`src/rtl/alu_result_router.sv`:
```
// rtl/alu_result_router.sv - routes one result stream to eight one-entry valid/ready channels
// Optional per-channel drain counters are enabled with `define ROUTE_CNT_EN.
module alu_result_router #(
  parameter int WIDTH = 32,
  parameter int NCH   = 8,
  parameter int CNT_W = 16
) (
  input  logic                 clk,
  input  logic                 rst_n,
  input  logic                 in_valid,
  output logic                 in_ready,
  input  logic [WIDTH-1:0]     in_data,
  input  logic [2:0]           in_sel,
  output logic [NCH-1:0]       out_valid,
  input  logic [NCH-1:0]       out_ready,
  output logic [NCH*WIDTH-1:0] out_data,
  output logic                 any_pending,
  input  logic [2:0]           cnt_sel,
  input  logic                 cnt_clr,
  output logic [CNT_W-1:0]     cnt_out
);

  logic [NCH-1:0]       valid_q;
  logic [NCH*WIDTH-1:0] data_q;
  logic [NCH-1:0]       load;
  logic [NCH-1:0]       drain;

  // A channel can take a new word if empty or being drained on this same edge.
  assign in_ready = !valid_q[in_sel] || out_ready[in_sel];

  always_comb begin
    load = '0;
    if (in_valid && in_ready) load[in_sel] = 1'b1;
  end

  assign drain = valid_q & out_ready;

  always_ff @(posedge clk or negedge rst_n) begin
    if (!rst_n) begin
      valid_q <= '0;
      data_q  <= '0;
    end else begin
      for (int i = 0; i < NCH; i++) begin
        if (load[i]) begin
          valid_q[i]                <= 1'b1;
          data_q[i*WIDTH +: WIDTH]  <= in_data;
        end else if (drain[i]) begin
          valid_q[i] <= 1'b0;
        end
      end
    end
  end

  assign out_valid   = valid_q;
  assign out_data    = data_q;
  assign any_pending = |valid_q;

`ifdef ROUTE_CNT_EN
  logic [CNT_W-1:0] cnt_q [NCH];

  // Clear wins over increment; counters stick at all-ones.
  always_ff @(posedge clk or negedge rst_n) begin
    if (!rst_n) begin
      for (int i = 0; i < NCH; i++) cnt_q[i] <= '0;
    end else if (cnt_clr) begin
      for (int i = 0; i < NCH; i++) cnt_q[i] <= '0;
    end else begin
      for (int i = 0; i < NCH; i++) begin
        if (drain[i] && (cnt_q[i] != {CNT_W{1'b1}})) cnt_q[i] <= cnt_q[i] + 1'b1;
      end
    end
  end

  assign cnt_out = cnt_q[cnt_sel];
`else
  logic unused_cnt;
  assign unused_cnt = ^{cnt_sel, cnt_clr};
  assign cnt_out    = '0;
`endif

endmodule

```
`config.mk`:
```
export PLATFORM = sky130hd
export DESIGN_NAME = alu_result_router
export DESIGN_NICKNAME = d
export VERILOG_FILES = /design/src/rtl/alu_result_router.sv
export SDC_FILE = /design/constraint.sdc
export NUM_CORES = 1
export LEC_CHECK = 0
export BUFFER_PORTS_ARGS = -buffer_cell sky130_fd_sc_hd__buf_2
export CORE_ASPECT_RATIO = 1.75
export CORE_MARGIN = 2
export CORE_UTILIZATION = 51
export DETAILED_ROUTE_END_ITERATION = 12
export MAX_ROUTING_LAYER = met4
export PLACE_DENSITY = 0.8
export SYNTH_ARGS = -nofsm -noshare
export SYNTH_HDL_FRONTEND = slang
export SYNTH_SLANG_ARGS = --single-unit
```
`constraint.sdc`:
```
create_clock -name clk -period 1.7 [get_ports clk]
set_input_delay 0.34 -clock clk [delete_from_list [all_inputs] [get_ports clk]]
set_output_delay 0.34 -clock clk [all_outputs]
set_load 0.05 [all_outputs]
```
* After elaboration in Yosys (flattened, before gate mapping)
Index checks and enable logic that the tools add are counted.
Cells by class: $add $sub $neg 0, multipliers 0, div/mod/pow operators 0, magnitude comparators 2, eq/ne operators 0, shifts and indexed selects 0, muxes and demuxes 23, bitwise gates (word level) 1, reductions and logical operators 13
Operator list (count):
- 1-bit 2-to-1 mux | 19
- 2-bit nonzero test | 8
- 8-bit AND | 1
- 8-bit 2-to-1 mux | 1
- 8-bit OR reduction | 1
- 1-bit binary-select mux with 3-bit select | 2
- 3-bit by 4-bit < comparator with 1-bit output, second input constant | 1
- 1-bit demux with 3-bit select | 1
- 3-bit by 1-bit >= comparator with 1-bit output, second input constant | 1
- 1-bit logical AND | 2
- 1-bit zero test | 1
- 1-bit logical OR | 1
Word-level totals: register bits after elaboration 264, bits in latches 0, bits in writable memories 0, memory bits (read-only) 0, input bits 50, output and inout bits 282, logic and storage cells 55, memories 0

* Longest topological paths before layout
depth in word-level cells 7, mapped depth 5, depth with buffers taken out 3

* Worst setup path after synthesis
Ideal clock, no wire load.
path type reg2out, start point register valid_q[4], in the netlist out_valid[4], end point output in_ready, data arrival time 1.680 ns, data required time 1.360 ns, slack -0.320 ns, stages on the path, launching flop included 4, path buffers 0, cells stage by stage dfrtp_1 -> nand2b_1 -> mux4_2 -> mux2_2
Between the ends: longest elaborated chain between the ends 4
RTL lines:
- from (decl) | RTL line 23 | logic [NCH-1:0] valid_q;
- from (signal assigned) | RTL line 40 | valid_q <= '0;
- from (signal, indexed assignment) | RTL line 45 | valid_q[i] <= 1'b1;
- from (signal, indexed assignment) | RTL line 48 | valid_q[i] <= 1'b0;
- 1-bit binary-select mux with 3-bit select | RTL line 29 | assign in_ready = !valid_q[in_sel] || out_ready[in_sel];
- 1-bit 2-to-1 mux (not written as such) | RTL line 29
- 1-bit zero test | RTL line 29
- 1-bit logical OR | RTL line 29
- to (decl) | RTL line 11 | output logic in_ready,
Every way passes these cells. The select of a mux whose other input is x is not followed.

* Worst setup path in the final report
start point register valid_q[5], in the netlist out_valid[5], end point output in_ready
Same word-level chain as after synthesis.

==> run_results.csv <==
group,metric,value,unit
clock_network,clk-insertion-delay-late,510,ps
placement,dp_hpwl,17800,um
critical_path,reg2regPathDepth,7,
placement,pre_cts_slack,-236,ps
power,peakVddDrop,1.12,mV
critical_path,cpMaxStageDelayCell,"mux4_2",
sta,setup_viol,17,
critical_path,required,1360,ps
floorplanning,boundaryPins,332,
final_layout,diodes,0,
critical_path,worstReg2RegStart,"out_valid[5]",
grt,grt_max_degree,56,
synthesis,syn_area_per_cell,17.1,um^2
critical_path,slowest_delay,500,ps
run_status,outcome,"complete, but fails checks",
placement,placed_cell_area,0.0124,mm^2
min_path,hold_end,"out_data[116]",
final_layout,nets,1015,
sta,period_share,1.33,
final_layout,fin_util,0.675,
sta,layout_setup_ws,-556,ps
synthesis,synthFlopType,"dfrtp_1",
grt,grt.overflow.total,0,
detailed_routing,num_vias,6395,
synthesis,yosysTopAreaCellShare,0.644,
critical_path,cp_max_fo,2,
synthesis,synth_edf_count,0,
power,leakage,6.54,nW
placement,dpl.cell_count,1176,
detailed_routing,drc_errors,0,
synthesis,yosysMostFrequentCell,"dfrtp_1",
floorplanning,die_h,192,um
sta,min_period,2260,ps
clock_network,cts_tree,"built",
detailed_routing,drtPass1Iterations,4,
clock_network,clockBufferDepth,3,
critical_path,r2r_end,"out_data[191]",
detailed_routing,wl_per_cell,20.9,um
clock_network,numCtsBuffers,24,
sta,max_freq,0.443,GHz
sta,rsz0062_at_grt,"yes",
placement,routabilityCongestion,0.842,
synthesis,synthTopCellsByArea,"dfrtp_1, mux2_2, mux2_4",
grt,grt_pass1_vias,6920,
critical_path,regToRegSetupSlack,-10,ps
grt,antenna_found_initial,0,
sta,hold_ws,146,ps
critical_path,worstPathArrival,1920,ps
critical_path,criticalPathCategory,"flop to output pin",
synthesis,synth_common_cells,"dfrtp_1, mux2_2, mux2_4, buf_4, mux2_1",
critical_path,crit_path_start,"out_valid[5]",
placement,io_buffers,311,
grt,grt_use_total,0.243,
critical_path,start_kind,"flop",
synthesis,ys_seq_elements,264,
run,cap_violations,0,
floorplanning,start_util,0.520,
sta,final_hold_viol_count,0,
floorplanning,rows,68,
floorplanning,die_area,0.0213,mm^2
synthesis,syn_area,0.0103,mm^2
floorplanning,die_w,111,um
critical_path,cp_cell_sequence,"nand2b_4 > mux4_2 > mux2_4 > buf_8",
detailed_routing,antenna_left,0,
synthesis,synthCells,600,
synthesis,synth_area_leader_cell,"dfrtp_1",
clock_network,cts_root_buf,"clkbuf_16",
detailed_routing,drt_iter0_drc,274,
critical_path,end_kind,"output pin",
critical_path,critical-path-top-delay-family,"multiplexers",
min_path,hp-class,"input pin to flop",
clock_network,cts_sinks,264,
grt,grt_first_pass_wirelength,39300,um
final_layout,final_cells,1227,
power,powerDensity,1690,mW/mm^2
critical_path,critPathBufInv,1,
synthesis,seq_area_frac_synth,0.644,
detailed_routing,routed_wl,25600,um
clock_network,clkSlewWorstSetupHoldPaths,70,ps
synthesis,synth_cell_types,22,
final_layout,area_delta_synth_final,29.9,%
clock_network,htree_levels,1,
min_path,hold_depth,2,
final_layout,nFillCells,1387,
min_path,min_from,"in_data[20]",
final_layout,final_area,0.0133,mm^2
synthesis,yosysWarnings,0,
sta,slew_violations,0,
synthesis,async_flop_share,1.00,
run_status,violations,"setup timing",
final_layout,drive_gt1_frac,0.675,
sta,clock_skew,10.3,ps
detailed_routing,vias_per_cell,5.21,
floorplanning,core,0.0197,mm^2
## power breakdown
group | switching, mW | internal, mW | total [mW] | leakage [nW]
combinational | 6.57 | 2.21 | 8.78 | 2.98
clock | 2.24 | 3.20 | 5.44 | 0.391
sequential | 0.689 | 7.67 | 8.36 | 3.17
## placed cells by master (no fill, tap or decap), types with 2 or more instances in the layout
master       n
buf_2      307
dfrtp_1    256
mux2_2     211
buf_4       35
mux2_4      30
clkbuf_16   25
mux2_1      16
conb_1      16
buf_12      16
nand2b_1     8
clkbuf_1     8
dfrtp_2      8
nand2_1      6
clkinv_2     6
o21ai_0      4
nor3b_4      3
bufinv_16    3
buf_8        3
buf_6        3
mux4_2       2
nand2b_4     2
nand2_2      2
nand3_2      2
## area by class of cell
class / instances / area [um^2] / share of cell area
clock inverter: 9 / 120 / 0.00901
clock buffer: 34 / 669 / 0.0502
tap: 245 / 307 / 0.0230
sequential: 264 / 6620 / 0.497
multi-input combinational: 310 / 3400 / 0.255
timing repair buffer: 365 / 2210 / 0.166
## logic make-up after synthesis
logic type,synth area share
compound gates,0.00195
buf+inv,0.0340
flops,0.644
mux,0.296
other cells,0.000366
simple gates,0.0232
## repair_timing
item / CTS / global route
hold endpoints to repair: 32 / 0
setup buffers: 1 / 5
gates cloned: 0 / 1
pin swaps: 1 / 1
gates resized for setup: 6 / 13
endpoints found under the setup margin: 2 / 13
hold buffers: 1 / 0
## stage by stage
step                      TNS, ps  power, mW
final                        -997       22.6
after global routing        -2640       23.4
after CTS                    -891       22.7
after detailed placement    -3950       17.2
after global placement      -2460       17.0
after floorplan              -101       14.9
## worst max-delay path by stage
| stage | to | depth (start not counted) |
|---|---|---|
| CTS | in_ready | 4 |
| global placement | in_ready | 5 |
| global route | in_ready | 4 |
| detailed placement | in_ready | 5 |
| finish | in_ready | 4 |
| floorplan | in_ready | 3 |
## per-layer routing
| layer | up-vias | global-route usage | share of wire |
|---|---|---|---|
| li1 | 2807 | - | - |
| met1 | 3240 | 0.281 | 0.38 |
| met2 | 281 | 0.417 | 0.51 |
| met3 | 67 | 0.0398 | 0.057 |
| met4 | 0 | 0.111 | 0.049 |
| met5 | - | - | 0 |
## registers in the layout, summed over array words and instances (netlist names)
| name | flops |
|---|---|
| out_valid | 8 |
| out_data | 256 |
Note: power is estimated with default switching activity, not from simulation.
